===== src/rtl/uart_pkg.sv =====
// ============================================================================
// Module      : uart_pkg
// Description : Shared definitions for the UART TX byte FIFO and the IO
//               register map: issue-sequencer state encoding, handshake
//               acknowledge timeout and the TX status register index.
// Revision    : 1.0 - initial release
// ============================================================================
`default_nettype none

package uart_pkg;

    // Issue sequencer states
    typedef enum logic [1:0] {
        TXF_IDLE      = 2'd0,
        TXF_WAIT_ACK  = 2'd1,
        TXF_WAIT_DONE = 2'd2
    } txf_state_t;

    // Cycles tx_rdy may stay high after an issue pulse before the sequencer
    // concludes uart_lite took the byte without visibly going busy
    localparam int TXF_ACK_TIMEOUT = 2;

    // io_registers extension: FIFO status (full/empty/level/ovf) read-back
    localparam int UART0_TX_STAT_REG = 10;

endpackage

`default_nettype wire


===== src/rtl/sync_fifo_mem.sv =====
// ============================================================================
// Module      : sync_fifo_mem
// Description : DEPTH x DATA_BITS storage with one write port and one
//               registered read port. The array itself has no reset so it
//               maps onto distributed RAM; only the read register is reset.
// Ports       : clk        system clock
//               i_rst_n    synchronous active-low reset (read register only)
//               i_wr_en    write strobe
//               i_wr_addr  write address
//               i_wr_data  write data
//               i_rd_en    read strobe, loads o_rd_data
//               i_rd_addr  read address
//               o_rd_data  registered read data, holds until next i_rd_en
// Revision    : 1.0 - initial release
// ============================================================================
`default_nettype none

module sync_fifo_mem #(
    parameter int DATA_BITS = 8,
    parameter int DEPTH     = 16
) (
    input  logic                     clk,
    input  logic                     i_rst_n,
    input  logic                     i_wr_en,
    input  logic [$clog2(DEPTH)-1:0] i_wr_addr,
    input  logic [DATA_BITS-1:0]     i_wr_data,
    input  logic                     i_rd_en,
    input  logic [$clog2(DEPTH)-1:0] i_rd_addr,
    output logic [DATA_BITS-1:0]     o_rd_data
);

    logic [DATA_BITS-1:0] r_mem [DEPTH];
    logic [DATA_BITS-1:0] r_rd_data;

    always_ff @(posedge clk) begin
        if (i_wr_en) begin
            r_mem[i_wr_addr] <= i_wr_data;
        end
    end

    always_ff @(posedge clk) begin
        if (!i_rst_n) begin
            r_rd_data <= '0;
        end else if (i_rd_en) begin
            r_rd_data <= r_mem[i_rd_addr];
        end
    end

    assign o_rd_data = r_rd_data;

endmodule

`default_nettype wire


===== src/rtl/uart_tx_fifo.sv =====
// ============================================================================
// Module      : uart_tx_fifo
// Description : Byte FIFO plus issue sequencer between the IO register file
//               and the uart_lite TX port. Bytes pushed via wr_vld are
//               buffered and handed to uart_lite one at a time over the
//               tx_rdy/tx_vld handshake.
// Config      : `define UART_TX_FIFO_OVF_EN enables the sticky overflow flag;
//               otherwise ovf is tied low and ovf_clr is ignored.
// Ports       : clk      system clock
//               resetn   synchronous active-low reset
//               flush    drop all buffered bytes
//               wr_vld   push strobe          wr_data  byte to push
//               full     no free entry        empty    no buffered byte
//               level    buffered byte count, 0..DEPTH
//               tx_rdy   uart_lite ready      tx_vld   1-cycle issue pulse
//               tx_data  byte presented with tx_vld, held until next issue
//               ovf      sticky overflow      ovf_clr  clears ovf
// Revision    : 1.0 - initial release
// ============================================================================
`default_nettype none

module uart_tx_fifo
    import uart_pkg::*;
#(
    parameter int DATA_BITS = 8,
    parameter int DEPTH     = 16    // power of 2, >= 2
) (
    input  logic                   clk,
    input  logic                   resetn,
    input  logic                   flush,
    input  logic                   wr_vld,
    input  logic [DATA_BITS-1:0]   wr_data,
    output logic                   full,
    output logic                   empty,
    output logic [$clog2(DEPTH):0] level,
    input  logic                   tx_rdy,
    output logic                   tx_vld,
    output logic [DATA_BITS-1:0]   tx_data,
    output logic                   ovf,
    input  logic                   ovf_clr
);

    localparam int AW     = $clog2(DEPTH);
    localparam int LVL_WL = AW + 1;

    localparam logic [1:0] S_IDLE      = TXF_IDLE;
    localparam logic [1:0] S_WAIT_ACK  = TXF_WAIT_ACK;
    localparam logic [1:0] S_WAIT_DONE = TXF_WAIT_DONE;

    localparam logic [1:0]  c_ACK_TIMEOUT = 2'(TXF_ACK_TIMEOUT);
    localparam logic [1:0]  c_CNT_ONE     = 2'd1;
    localparam logic [AW:0] c_PTR_ONE     = (AW+1)'(1);

    // Pointers carry one extra wrap bit to tell full from empty
    logic [AW:0]       r_wr_ptr;
    logic [AW:0]       r_rd_ptr;
    logic [LVL_WL-1:0] r_level;
    logic [1:0]        r_state;
    logic [1:0]        r_ack_cnt;
    logic              r_tx_vld;

    logic w_full;
    logic w_empty;
    logic w_push;
    logic w_pop;

    assign w_full  = (r_wr_ptr[AW] != r_rd_ptr[AW]) &&
                     (r_wr_ptr[AW-1:0] == r_rd_ptr[AW-1:0]);
    assign w_empty = (r_wr_ptr == r_rd_ptr);

    // full is taken before any same-cycle pop, so a push on a full FIFO is
    // lost even while a byte leaves. flush overrides both push and pop.
    assign w_push = wr_vld && !w_full && !flush;
    assign w_pop  = (r_state == S_IDLE) && tx_rdy && !w_empty && !flush;

    // ------------------------------------------------------------------
    // Pointers and level
    // ------------------------------------------------------------------
    always_ff @(posedge clk) begin
        if (!resetn) begin
            r_wr_ptr <= '0;
            r_rd_ptr <= '0;
            r_level  <= '0;
        end else begin
            if (w_push) begin
                r_wr_ptr <= r_wr_ptr + c_PTR_ONE;
            end
            if (flush) begin
                r_rd_ptr <= r_wr_ptr;
                r_level  <= '0;
            end else begin
                if (w_pop) begin
                    r_rd_ptr <= r_rd_ptr + c_PTR_ONE;
                end
                r_level <= r_level + LVL_WL'(w_push) - LVL_WL'(w_pop);
            end
        end
    end

    // ------------------------------------------------------------------
    // Issue sequencer. The pulse cycle itself is spent in WAIT_ACK, so the
    // earliest next pulse is four cycles later on either exit path.
    // ------------------------------------------------------------------
    always_ff @(posedge clk) begin
        if (!resetn) begin
            r_state   <= S_IDLE;
            r_ack_cnt <= '0;
            r_tx_vld  <= 1'b0;
        end else begin
            r_tx_vld <= 1'b0;
            case (r_state)
                S_IDLE: begin
                    if (w_pop) begin
                        r_tx_vld  <= 1'b1;
                        r_ack_cnt <= '0;
                        r_state   <= S_WAIT_ACK;
                    end
                end
                S_WAIT_ACK: begin
                    if (!tx_rdy) begin
                        r_state <= S_WAIT_DONE;
                    end else if (r_ack_cnt == c_ACK_TIMEOUT) begin
                        // uart_lite never showed busy: assume it took the byte
                        r_state <= S_IDLE;
                    end else begin
                        r_ack_cnt <= r_ack_cnt + c_CNT_ONE;
                    end
                end
                S_WAIT_DONE: begin
                    if (tx_rdy) begin
                        r_state <= S_IDLE;
                    end
                end
                default: begin
                    r_state <= S_IDLE;
                end
            endcase
        end
    end

    // The memory's read register doubles as the tx_data holding register
    sync_fifo_mem #(
        .DATA_BITS (DATA_BITS),
        .DEPTH     (DEPTH)
    ) u_mem (
        .clk       (clk),
        .i_rst_n   (resetn),
        .i_wr_en   (w_push),
        .i_wr_addr (r_wr_ptr[AW-1:0]),
        .i_wr_data (wr_data),
        .i_rd_en   (w_pop),
        .i_rd_addr (r_rd_ptr[AW-1:0]),
        .o_rd_data (tx_data)
    );

    // ------------------------------------------------------------------
    // Overflow flag
    // ------------------------------------------------------------------
`ifdef UART_TX_FIFO_OVF_EN
    logic r_ovf;

    // A new drop in the same cycle as ovf_clr keeps the flag set
    always_ff @(posedge clk) begin
        if (!resetn) begin
            r_ovf <= 1'b0;
        end else if (wr_vld && w_full && !flush) begin
            r_ovf <= 1'b1;
        end else if (ovf_clr) begin
            r_ovf <= 1'b0;
        end
    end

    assign ovf = r_ovf;
`else
    logic w_unused;

    assign w_unused = ovf_clr;
    assign ovf      = 1'b0;
`endif

    assign full   = w_full;
    assign empty  = w_empty;
    assign level  = r_level;
    assign tx_vld = r_tx_vld;

endmodule

`default_nettype wire


===== config.mk =====
export PLATFORM = sky130hd
export DESIGN_NAME = uart_tx_fifo
export DESIGN_NICKNAME = d
export VERILOG_FILES = /design/src/rtl/uart_pkg.sv /design/src/rtl/sync_fifo_mem.sv /design/src/rtl/uart_tx_fifo.sv
export SDC_FILE = /design/constraint.sdc
export NUM_CORES = 1
export LEC_CHECK = 0
export CAP_MARGIN = 20
export CELL_PAD_IN_SITES_DETAIL_PLACEMENT = 2
export CELL_PAD_IN_SITES_GLOBAL_PLACEMENT = 2
export CORE_MARGIN = 2
export CORE_UTILIZATION = 49
export CTS_CLUSTER_SIZE = 12
export DETAILED_ROUTE_END_ITERATION = 10
export PLACE_DENSITY = 0.86
export SLEW_MARGIN = 20
export SYNTH_ARGS = -nofsm -noshare
export SYNTH_HDL_FRONTEND = slang
export SYNTH_SLANG_ARGS = --single-unit
export TNS_END_PERCENT = 50

===== constraint.sdc =====
create_clock -name clk -period 7.6 [get_ports clk]
set_input_delay 1.52 -clock clk [delete_from_list [all_inputs] [get_ports clk]]
set_output_delay 1.52 -clock clk [all_outputs]
set_load 0.03 [all_outputs]

# Yosys cells after proc, flatten, opt, wreduce, memory -nomap -nowiden
# Memory sizes are Yosys's and may differ from the RTL's. A register that Yosys moved wholly into a read port is not among the register bits.
# Index checks and enable logic that the tools add are counted.
# Widths: inputs -> output; s select.
[totals]
word_cells = 55
output_inout_bits = 17
mem_bits_rw = 128
n_memories = 1
in_bits = 14
register_bits = 20
[op_classes]
n_reduce_logical = 17
eq_ne = 11
n_mux = 14
n_addsub = 5
bitwise_logic = 1
[memory_table]
columns = ["name", "depth", "word_bits", "read_ports", "rd_clocked_by_memory_dff", "wr", "line", "text"]
rows = [
  ["u_mem.r_mem", 16, 8, 1, 1, 1, "sync_fifo_mem.sv:32", "logic [DATA_BITS-1:0] r_mem [DEPTH];"],
]
[ops]
columns = ["cell", "n"]
rows = [
  ["$mux 2", 7],
  ["$add 5x1->5 const B", 2],
  ["$mux 5", 2],
  ["$ne 2x2->1 const B", 4],
  ["$logic_and 1x1->1", 6],
  ["$pmux 2 s3", 1],
  ["$add 5x1->5", 1],
  ["$eq 5x5->1", 1],
  ["$sub 5x1->5", 1],
  ["$eq 2x2->1 const B", 2],
  ["$eq 4x4->1", 1],
  ["$logic_not 1->1", 4],
  ["$pmux 2 s2", 1],
  ["$reduce_and 4->1", 1],
  ["$reduce_bool 2->1", 2],
  ["$mux 1", 3],
  ["$ne 3x3->1 const B", 1],
  ["$reduce_and 3->1", 1],
  ["$add 2x1->2 const B", 1],
  ["$eq 2x1->1 const B", 1],
  ["$logic_not 2->1", 1],
  ["$reduce_and 2->1", 1],
  ["$reduce_or 2->1", 1],
  ["$ne 1x1->1", 1],
  ["$not 1->1", 1],
]

# Logic depth before layout (Yosys ltp)
# Gate-level depths: netlist of the first run.
[logic_depth]
word_depth = 7
ltp_mapped = 16
depth_no_buf = 14

# Hierarchy
# From an unflattened synthesis of the first run, not the netlist that was laid out.
[unflattened]
cells_unflattened = 468
hier_area_um2 = 6620.1
[modules_own_cells]
columns = ["mod", "area_per_inst_um2", "seq_area_each_um2", "cells_each", "n_inst"]
rows = [
  ["sync_fifo_mem", 5351.4, 4003.8, 318, 1],
  ["uart_tx_fifo", 1268.7, 400.4, 150, 1],
]

# Worst setup path before layout of the first run
# No wires, ideal clock.
[synth_timing]
path_type = "input -> register"
from = "in tx_rdy"
to = "reg r_level[4], in the netlist level[4]"
path_buffers = 1
t_arrival_ps = 3642
setup_ps = 116
required_ps = 7484
stages = 13
slack_ps = 3843
path_cell_list = "nor3b_1 -> o211a_1 -> buf_4 -> ha_1 -> inv_1 -> ha_1 -> inv_1 -> fa_1 -> inv_1 -> a21o_1 -> a21oi_1 -> xnor2_1 -> nor2_1"
[synth_between]
elab_chain_cells = 4
[synth_lines]
columns = ["element", "line", "text"]
rows = [
  ["from (decl)", "uart_tx_fifo.sv:36", "input logic tx_rdy,"],
  ["$logic_and 1x1->1 (3 in series)", "uart_tx_fifo.sv:74", "assign w_pop = (r_state == S_IDLE) && tx_rdy && !w_empty && !flush;"],
  ["net u_mem.i_rd_en", "sync_fifo_mem.sv:27", "input logic i_rd_en,"],
  ["$sub 5x1->5", "uart_tx_fifo.sv:95", "r_level <= r_level + LVL_WL'(w_push) - LVL_WL'(w_pop);"],
  ["to (signal assigned)", "uart_tx_fifo.sv:95", ""],
  ["to (decl)", "uart_tx_fifo.sv:57", "logic [LVL_WL-1:0] r_level;"],
]
# The timed path passes the listed nets, and every way through them passes these cells.
# A chain may end at the register's enable or synchronous reset.

# Worst setup path after layout of the first run
[layout_timing]
from = "in tx_rdy"
to = "reg r_level[4], in the netlist level[4]"
[layout_between]
elab_chain_cells = 4
[layout_lines]
columns = ["element", "line"]
rows = [
  ["$logic_and 1x1->1 (3 in series)", "uart_tx_fifo.sv:74"],
  ["$sub 5x1->5", "uart_tx_fifo.sv:95"],
]
# No other way between the ends.

==> results of run 1 <==
[cells in the mapped netlist (2+ instances only)]
library cell,count,area share [%]
buf_6,2,0.35
o211a_1,2,0.31
mux2i_1,3,0.47
a21oi_1,7,0.55
buf_2,5,0.39
nor3b_1,3,0.35
and3_1,13,1.3
o21ai_0,3,0.23
o22ai_1,9,0.88
ha_1,11,2.1
xor2_1,5,0.68
xnor2_1,12,1.6
buf_4,5,0.59
a22o_1,16,2.2
edfxtp_1,128,60
mux4_2,32,11
a21o_1,2,0.23
nand4_1,2,0.20
nand2_1,14,0.82
nor2_1,18,1.1
clkbuf_1,5,0.29
inv_1,14,0.82
and2_1,6,0.59
nor2b_1,8,0.78
clkbuf_2,2,0.16
nand3_1,2,0.16
dfxtp_1,28,8.8
buf_1,2,0.12
[how the worst max path moves through the flow]
| stage | end | startpoint | cells past startpoint |
|---|---|---|---|
| final | level[4] | tx_rdy | 13 |
| after detailed placement | level[4] | tx_rdy | 13 |
| after CTS | level[4] | tx_rdy | 13 |
| after floorplan | level[4] | tx_rdy | 13 |
| after global routing | level[4] | tx_rdy | 13 |
| after global placement | level[4] | tx_rdy | 13 |
[layer usage]
metal	wire [um]	share of wire (%)	vias to the layer above
met2	10300	52	184
met4	691	3.5	0
li1	-	-	1518
met3	1220	6.2	58
met1	7740	39	1974
met5	0	0	-
[stage by stage]
step / total power, mW / instances / setup slack, ps
6_report: 2.20 / 592 / 2800
3_3_place_gp: 1.12 / 560 / 2860
3_5_place_dp: 1.14 / 560 / 2530
4_1_cts: 2.20 / 592 / 2850
5_1_grt: 2.24 / 592 / 2650
2_1_floorplan: 1.07 / 377 / 3840
[sequential cells by signal (all words and copies together) (netlist names)]
name             flops
r_state              2
r_ack_cnt            2
r_wr_ptr             5
u_mem.r_mem        128
u_mem.o_rd_data      8
r_rd_ptr             5
tx_vld               1
level                5
[worst register-to-register path: cells and delay by family (launching register included)]
| family | cells | cell delay [ps] |
|---|---|---|
| AO/OA/AOI/OAI | 3 | 720 |
| buffers and inverters | 4 | 800 |
| AND/OR/NAND/NOR | 2 | 360 |
| XOR/XNOR | 2 | 500 |
| adder cells (fa/ha/maj) | 3 | 1060 |
| flip-flops | 1 | 310 |
[cells by family (layout without fill, tap and decap cells)]
kind of cell | after synthesis | after routing
simple gates | 72 | 72
mux | 35 | 35
buf+inv | 35 | 78
compound gates | 48 | 48
other cells | 1 | 1
flops | 156 | 156
fa+ha+maj | 12 | 12
xor+xnor | 18 | 18
[where the power goes]
group	internal [mW]	switching [mW]	total (mW)
Sequential	0.936	0.0105	0.947
Combinational	0.0706	0.111	0.181
Clock	0.713	0.358	1.07
[final cells by class]
cell class | count | area (um2) | share of cell area, %
clock inverters | 13 | 293 | 3.89
clock buffers | 19 | 433 | 5.75
flip-flops and latches | 156 | 4410 | 58.5
well taps | 172 | 215 | 2.86
inverters | 14 | 52.6 | 0.697
repair buffers | 32 | 310 | 4.12
multi-input cells | 186 | 1830 | 24.2
[cell usage in the layout, fill, tap and decap left out, drive strengths merged, types with 3 or more instances in the layout]
| cell | instances |
|---|---|
| clkbuf | 19 |
| and2 | 6 |
| nor2b | 8 |
| nor2 | 18 |
| xnor2 | 12 |
| mux2i | 3 |
| a21oi | 7 |
| o21ai | 4 |
| nand2 | 15 |
| and3 | 13 |
| mux4 | 32 |
| bufinv | 9 |
| clkinv | 4 |
| nor3b | 3 |
| inv | 14 |
| a22o | 16 |
| ha | 11 |
| buf | 4 |
| dfxtp | 28 |
| xor2 | 6 |
| nand4 | 3 |
| o22ai | 9 |
| edfxtp | 128 |
| clkdlybuf4s50 | 28 |
==> results.json, run 1 <==
{
  "cts_inserted_buffers": 17,
  "syn_avg_cell_area_um2": 17.0,
  "regToRegEndpoint": "level[4]",
  "muxShareOfSynthArea_pct": 11.7,
  "hold_path_depth": 2,
  "cpMostUsedCell": "inv_1",
  "io_pins": 31,
  "arrival_ps": 5120,
  "postCtsSetupBuffers": 0,
  "reg2reg_from": "r_rd_ptr[0]",
  "area_delta_synth_final_pct": 17.7,
  "hold_viol": 0,
  "finClkSkew_ps": 13.3,
  "path_max_fanout": 14,
  "vias": 3734,
  "min_path_type": "flop to flop",
  "drc": 0,
  "netlist_area_um2": 6400,
  "detail_route.wirelength_mm": 19.9,
  "crit_family": "adder cells",
  "n_antenna_cell": 0,
  "utilization_pct": 59.5,
  "yosys.area_share.simple_pct": 5.96,
  "grt_use_met1_pct": 36.6,
  "grt-ovfl-total": 0,
  "fp.dieW_um": 118,
  "postPlaceCellArea_um2": 6810,
  "drtIter0Drc": 375,
  "cts_tree": "built",
  "p_per_area_nw_per_um2": 292,
  "fmax_mhz": 208,
  "viasPerCell": 6.31,
  "worst_ir_drop_vdd_uv": 244,
  "synth_xor_area_share_pct": 2.58,
  "antenna_found_initial": 0,
  "relSlewSlack_pct": 23.3,
  "min-delay-start": "u_mem.o_rd_data[7]",
  "grt_pass1_wl_mm": 29.5,
  "drtPass1Iterations": 4,
  "rsz0062_at_grt": "no",
  "min_period_ps": 4800,
  "place_hpwl_mm": 11.5,
  "critical_path_required_ps": 7920,
  "initial_core_util_pct": 50.5,
  "finalCritPeriodShare_pct": 63.2,
  "leakagePower_nw": 2.55,
  "place.gp.congestion": 0.738,
  "clockRootBuffer": "clkbuf_16",
  "grtUsageMet2_pct": 51.6,
  "cts_hold_buf": 0,
  "synth_edf_count": 128,
  "outcome": "finished, final reports clean",
  "cts.sinks": 156,
  "report.final.slew_viol_count": 0,
  "hold_end": "u_mem.o_rd_data[7]",
  "layout-drive-gt1-share_pct": 17.1,
  "numPortBuffers": 28,
  "busiest_layer": "met2",
  "slowest_delay_ps": 680,
  "regToRegSetupSlack_ps": 3710,
  "core_area_um2": 12700,
  "synthCells": 377,
  "crit_path_end_kind": "flop",
  "clockBufferDepth": 2,
  "timing.critical_path.buf_inv": 4,
  "critPathLaunchType": "input pin",
  "drv_cap": 0,
  "grt_util_met3_pct": 7.72,
  "path_cells": "clkdlybuf4s50_1 > nor3b_1 > o211a_1 > ha_1 > inv_1 > ha_1 > inv_1 > fa_1 > inv_1 > a21o_1 > a21oi_1 > xnor2_1 > nor2_1",
  "synth-async-reset-ratio_pct": 0,
  "reg2regPathDepth": 14,
  "grt_max_degree": 37,
  "finalNetCount": 433,
  "fillers": 1064,
  "num_rows": 41,
  "synth.distinct_cells": 46,
  "synth-seq-cells": 156,
  "synth_top_family_by_area": "multiplexers",
  "crit_type": "input pin to flop",
  "tns_ps": 0,
  "synth_compound_area_share_pct": 5.72,
  "htreeDepth": 4,
  "antenna_left": 0,
  "grt.total_usage_pct": 30.4,
  "design_area_um2": 7530,
  "hold_slack_ps": 495,
  "cts_resized": 0,
  "synthesis.nets": 403,
  "clkLatencyLatePin_ps": 440,
  "synthAdderAreaFrac_pct": 2.46,
  "synth_seq_area_share_pct": 68.8,
  "grt_pass1_vias": 4110,
  "wl_per_cell_um": 33.6,
  "ys.flop_type": "edfxtp_1",
  "ys_warn_count": 0,
  "crit_path_top_delay_cell": "nor3b_1",
  "cts.clk_slew.worst_paths_ps": 70,
  "die_h_um": 118,
  "worstMarginPinSlew_ps": 1150,
  "setup_violations": 0,
  "dieArea_um2": 14000
}
Note: power is estimated with default switching activity, not from simulation.
==> run 2: changes to the inputs <==
--- a/config.mk
+++ b/config.mk
@@ -9,10 +9,10 @@
 export CELL_PAD_IN_SITES_DETAIL_PLACEMENT = 2
 export CELL_PAD_IN_SITES_GLOBAL_PLACEMENT = 2
 export CORE_MARGIN = 2
-export CORE_UTILIZATION = 49
+export CORE_UTILIZATION = 45
 export CTS_CLUSTER_SIZE = 12
 export DETAILED_ROUTE_END_ITERATION = 10
-export PLACE_DENSITY = 0.86
+export PLACE_DENSITY = 0.8
 export SLEW_MARGIN = 20
 export SYNTH_ARGS = -nofsm -noshare
 export SYNTH_HDL_FRONTEND = slang
==> constraint.sdc (replaced) <==
create_clock -name clk -period 5 [get_ports clk]
set_input_delay 1 -clock clk [delete_from_list [all_inputs] [get_ports clk]]
set_output_delay 1 -clock clk [all_outputs]
set_load 0.03 [all_outputs]
==> run 2 against run 1 <==
Against the previous run:
- sequential share of layout area rose by 0.55 points
- critical path depth stayed put
- register-to-register slack worse by 2100 ps
- die area increased by 8.6%
- worst hold slack got worse by 18 ps
- critical endpoint unchanged
- largest power group is now registers
==> results.json, run 2 (same netlist as run 1, synthesis figures left out) <==
{
  "min_path_type": "flop to flop",
  "drv_cap": 0,
  "cts_inserted_buffers": 17,
  "p_per_area_nw_per_um2": 415,
  "outcome": "finished, final reports clean",
  "n_antenna_cell": 0,
  "postPlaceCellArea_um2": 6830,
  "hold_viol": 0,
  "antenna_found_initial": 0,
  "detail_route.wirelength_mm": 17.2,
  "setup_violations": 0,
  "placedCellCount": 570,
  "grt-ovfl-total": 0,
  "cts_resized": 0,
  "drc": 0,
  "area_delta_synth_final_pct": 16.6,
  "place_hpwl_mm": 10.7,
  "fmax_mhz": 274,
  "core_area_um2": 13900,
  "mostFrequentLayoutCell": "edfxtp_1",
  "arrival_ps": 3970,
  "drtPass1Iterations": 4,
  "postCtsSetupBuffers": 0,
  "drtIter0Drc": 354,
  "grt.total_usage_pct": 24.9,
  "layout-drive-gt1-share_pct": 17.3,
  "place.gp.congestion": 0.732,
  "regMostFlops": "u_mem.r_mem",
  "initial_core_util_pct": 46.1,
  "crit_type": "input pin to flop",
  "critical_path_required_ps": 5320,
  "clkLatencyLatePin_ps": 430,
  "clockRootBuffer": "clkbuf_16",
  "die_h_um": 123,
  "leakagePower_nw": 2.51,
  "cts.sinks": 156,
  "cts_hold_buf": 0,
  "htreeDepth": 4,
  "fin_cells": 602,
  "clockBufferDepth": 2,
  "path_max_fanout": 5,
  "antenna_left": 0,
  "wl_per_cell_um": 28.6,
  "num_rows": 43,
  "critPathLaunchType": "input pin",
  "io_pins": 31,
  "fillers": 1213,
  "cts_tree": "built",
  "report.final.slew_viol_count": 0,
  "grt_max_degree": 36,
  "finalCritPeriodShare_pct": 73.0,
  "numPortBuffers": 28,
  "grt_pass1_wl_mm": 25.9,
  "cts.clk_slew.worst_paths_ps": 60,
  "final_cell_mix": "edfxtp_1 (128), mux4_2 (32), clkdlybuf4s50_1 (28)",
  "dieArea_um2": 15200,
  "viasPerCell": 5.83,
  "vias": 3512,
  "crit_path_end_kind": "flop",
  "grt_pass1_vias": 4010,
  "design_area_um2": 7460,
  "relSlewSlack_pct": 29.4,
  "tns_ps": 0,
  "min_period_ps": 3650,
  "finClkSkew_ps": 8.64,
  "largest_reg_flops": 128,
  "fp.dieW_um": 123,
  "worst_ir_drop_vdd_uv": 242,
  "finalNetCount": 435,
  "rsz0062_at_grt": "no",
  "worstMarginPinSlew_ps": 1060
}
run 2: worst paths after layout:
kind,startpoint,cells past startpoint,slack (ps),end
setup / recovery,tx_rdy,13,1350,level[4]
setup reg to reg,r_wr_ptr[2],14,1650,level[4]
hold reg to reg,u_mem.o_rd_data[5],2,480,u_mem.o_rd_data[5]
hold / removal,u_mem.o_rd_data[5],2,480,u_mem.o_rd_data[5]
run 2: metal layers:
layer | wire length [um] | track usage [%] | share of wire [%]
met5 | 0 | 0 | 0
met4 | 386 | 9.66 | 2.2
met3 | 554 | 4.66 | 3.2
met2 | 9070 | 43.4 | 53
met1 | 7200 | 30.6 | 42
run 2: worst max-delay path, stage by stage:
cell and delay (ps):
clkdlybuf4s50_1 520, nor3b_1 630, o211a_1 300, ha_1 260, inv_1 90, ha_1 170, inv_1 60, fa_1 440
inv_1 90, a21o_1 120, a21oi_1 70, xnor2_1 150, nor2_1 50
run 2: report_power, final:
group	leakage, nW	switching [mW]	total, mW	internal, mW
clock network	0.294	0.515	1.39	0.880
logic	0.831	0.154	0.262	0.109
registers	1.38	0.0152	1.44	1.42
run 2: cell type report:
class / count / area (um2) / area share [%]
Clock buffer: 19 / 433 / 5.80
Clock inverter: 13 / 198 / 2.65
Inverter: 14 / 52.6 / 0.704
Multi-Input combinational cell: 186 / 1830 / 24.5
Sequential cell: 156 / 4410 / 59.0
Tap cell: 180 / 225 / 3.02
Timing Repair Buffer: 34 / 325 / 4.36
run 2: through the flow:
| step | hold WS, ps | setup slack [ps] | power, mW | util, % |
|---|---|---|---|---|
| 2_1_floorplan | 455 | 1760 | 1.63 | - |
| 3_3_place_gp | 456 | 1150 | 1.70 | 49.2 |
| 3_5_place_dp | 465 | 942 | 1.72 | 49.2 |
| 4_1_cts | 479 | 1340 | 3.12 | 53.8 |
| 5_1_grt | 503 | 1150 | 3.18 | 53.8 |
| 6_report | 477 | 1350 | 3.10 | 53.8 |
==> run 3: changes to the inputs <==
--- a/config.mk
+++ b/config.mk
@@ -9,10 +9,10 @@
 export CELL_PAD_IN_SITES_DETAIL_PLACEMENT = 2
 export CELL_PAD_IN_SITES_GLOBAL_PLACEMENT = 2
 export CORE_MARGIN = 2
-export CORE_UTILIZATION = 45
+export CORE_UTILIZATION = 41
 export CTS_CLUSTER_SIZE = 12
 export DETAILED_ROUTE_END_ITERATION = 10
-export PLACE_DENSITY = 0.8
+export PLACE_DENSITY = 0.77
 export SLEW_MARGIN = 20
 export SYNTH_ARGS = -nofsm -noshare
 export SYNTH_HDL_FRONTEND = slang
==> constraint.sdc (replaced) <==
create_clock -name clk -period 3.2 [get_ports clk]
set_input_delay 0.64 -clock clk [delete_from_list [all_inputs] [get_ports clk]]
set_output_delay 0.64 -clock clk [all_outputs]
set_load 0.03 [all_outputs]
==> run 3 against run 2 <==
Against the previous run:
- highest routed layer unchanged
- via count fell by 0.57%
- non-clock buffer count rose by 8
- critical path depth fell by 9
- worst hold slack improved by 7.0 ps
- die area rose by 9.4%
- global-route usage fell by 3.4 points
- largest power group unchanged
- total power rose by 44%
- critical path type is now flop to output port
- sequential share of layout area rose by 0.089 points
- final area fell by 0.15%
- critical endpoint is now empty
==> results.json, run 3 (same netlist as run 1, synthesis figures left out) <==
{
  "drtPass1Iterations": 4,
  "leakagePower_nw": 2.50,
  "initial_core_util_pct": 42.0,
  "fp.dieW_um": 129,
  "crit_family": "buffers and inverters",
  "clockBufferDepth": 2,
  "grt_pass1_vias": 3945,
  "largest_reg_flops": 128,
  "tns_ps": 0,
  "mostFrequentLayoutCell": "edfxtp_1",
  "grt_pass1_wl_mm": 25.2,
  "wl_per_cell_um": 25.4,
  "min_period_ps": 2980,
  "detail_route.wirelength_mm": 16.2,
  "dieArea_um2": 16600,
  "crit_path_top_delay_cell": "clkdlybuf4s50_1",
  "cts_tree": "built",
  "design_area_um2": 7450,
  "num_rows": 45,
  "layout-drive-gt1-share_pct": 19.4,
  "cts.clk_slew.worst_paths_ps": 60,
  "slowest_delay_ps": 680,
  "critical_path_required_ps": 2560,
  "multi_input_area_um2": 1830,
  "critPathLaunchType": "flop",
  "min_path_type": "flop to flop",
  "report.final.slew_viol_count": 0,
  "regMostFlops": "u_mem.r_mem",
  "cts_resized": 0,
  "p_per_area_nw_per_um2": 599,
  "viasPerCell": 5.46,
  "core_area_um2": 15300,
  "vias": 3492,
  "crit_path_end_kind": "output port",
  "io_pins": 31,
  "grt.total_usage_pct": 21.4,
  "die_h_um": 129,
  "arrival_ps": 2340,
  "outcome": "finished, final reports clean",
  "timing.critical_path.buf_inv": 1,
  "grt_max_degree": 36,
  "finClkSkew_ps": 7.90,
  "postCtsSetupBuffers": 0,
  "clockRootBuffer": "clkbuf_16",
  "relSlewSlack_pct": 48.5,
  "crit_type": "flop to output port",
  "drc": 0,
  "hold_viol": 0,
  "path_cells": "xnor2_1 > nand4_2 > nor2_1 > clkdlybuf4s50_1",
  "place_hpwl_mm": 10.6,
  "htreeDepth": 4,
  "fin_cells": 639,
  "antenna_left": 0,
  "cts_hold_buf": 0,
  "placedCellCount": 609,
  "n_antenna_cell": 0,
  "place.gp.congestion": 0.750,
  "register_area_um2": 4410,
  "fillers": 1374,
  "cts_inserted_buffers": 17,
  "fmax_mhz": 335,
  "antenna_found_initial": 0,
  "postPlaceCellArea_um2": 6930,
  "drtIter0Drc": 202,
  "cts.sinks": 156,
  "drv_cap": 0,
  "setup_violations": 0,
  "worstMarginPinSlew_ps": 770,
  "clkLatencyLatePin_ps": 420,
  "worst_ir_drop_vdd_uv": 445,
  "rsz0062_at_grt": "no",
  "power_mw": 4.46,
  "finalCritPeriodShare_pct": 93.2,
  "final_cell_mix": "edfxtp_1 (128), mux4_2 (32), clkdlybuf4s50_1 (27), dfxtp_1 (27), nor2_1 (18)",
  "path_max_fanout": 8,
  "area_delta_synth_final_pct": 16.4,
  "finalNetCount": 443,
  "numPortBuffers": 28,
  "grt-ovfl-total": 0
}
run 3: cell count changes in the layout (fill, tap and decap cells not counted):
cell             change
clkinvlp_4           -1
inv_6                +3
clkinv_1             -1
buf_4                +9
clkdlybuf4s50_1      -1
clkbuf_1             -2
clkinv_4             +4
bufinv_16            -5
run 3: layout make-up:
cell class,count,area share [%]
multi-input combinational,186,24.5
tap,211,3.54
inverter,14,0.705
clock buffer,17,5.71
clock inverter,13,1.31
sequential,156,59.1
timing repair buffer,42,5.14
run 3: report_power, final:
part	internal, mW	total, mW	switching (mW)	leakage, nW
combinational	0.173	0.410	0.237	0.874
clock	0.986	1.80	0.819	0.249
sequential	2.22	2.25	0.0230	1.38
total	3.38	4.46	1.08	2.50
run 3: per-layer routing:
metal / global-route usage, % / up-vias / routed length, um
met1: 26.7 / 1839 / 6660
met3: 5.03 / 25 / 701
met4: 8.57 / 0 / 382
met5: 0 / - / 0
li1: - / 1544 / -
met2: 36.4 / 84 / 8460
run 3: path summary, 6_finish.rpt:
path / startpoint / to / slack [ps] / depth (start not counted)
worst max-delay path: r_rd_ptr[1] / empty / 220 / 4
worst min register to register: u_mem.o_rd_data[4] / u_mem.o_rd_data[4] / 480 / 2
worst max register to register: r_rd_ptr[1] / level[4] / 220 / 13
worst min-delay path: u_mem.o_rd_data[4] / u_mem.o_rd_data[4] / 480 / 2
run 3: tightest hold or removal path: cells and delay by family (launching register included):
kind,cells,cell delay (ps)
flops,1,310
simple gates,1,60
compound gates,1,70
run 3: stage by stage:
| step | setup slack [ps] | utilization (%) | hold slack (ps) |
|---|---|---|---|
| after floorplan | 323 | - | 455 |
| after CTS | 187 | 48.8 | 495 |
| after global routing | 62.7 | 48.8 | 513 |
| final | 217 | 48.8 | 484 |
| after global placement | 139 | 45.4 | 460 |
| after detailed placement | 0.595 | 45.4 | 482 |
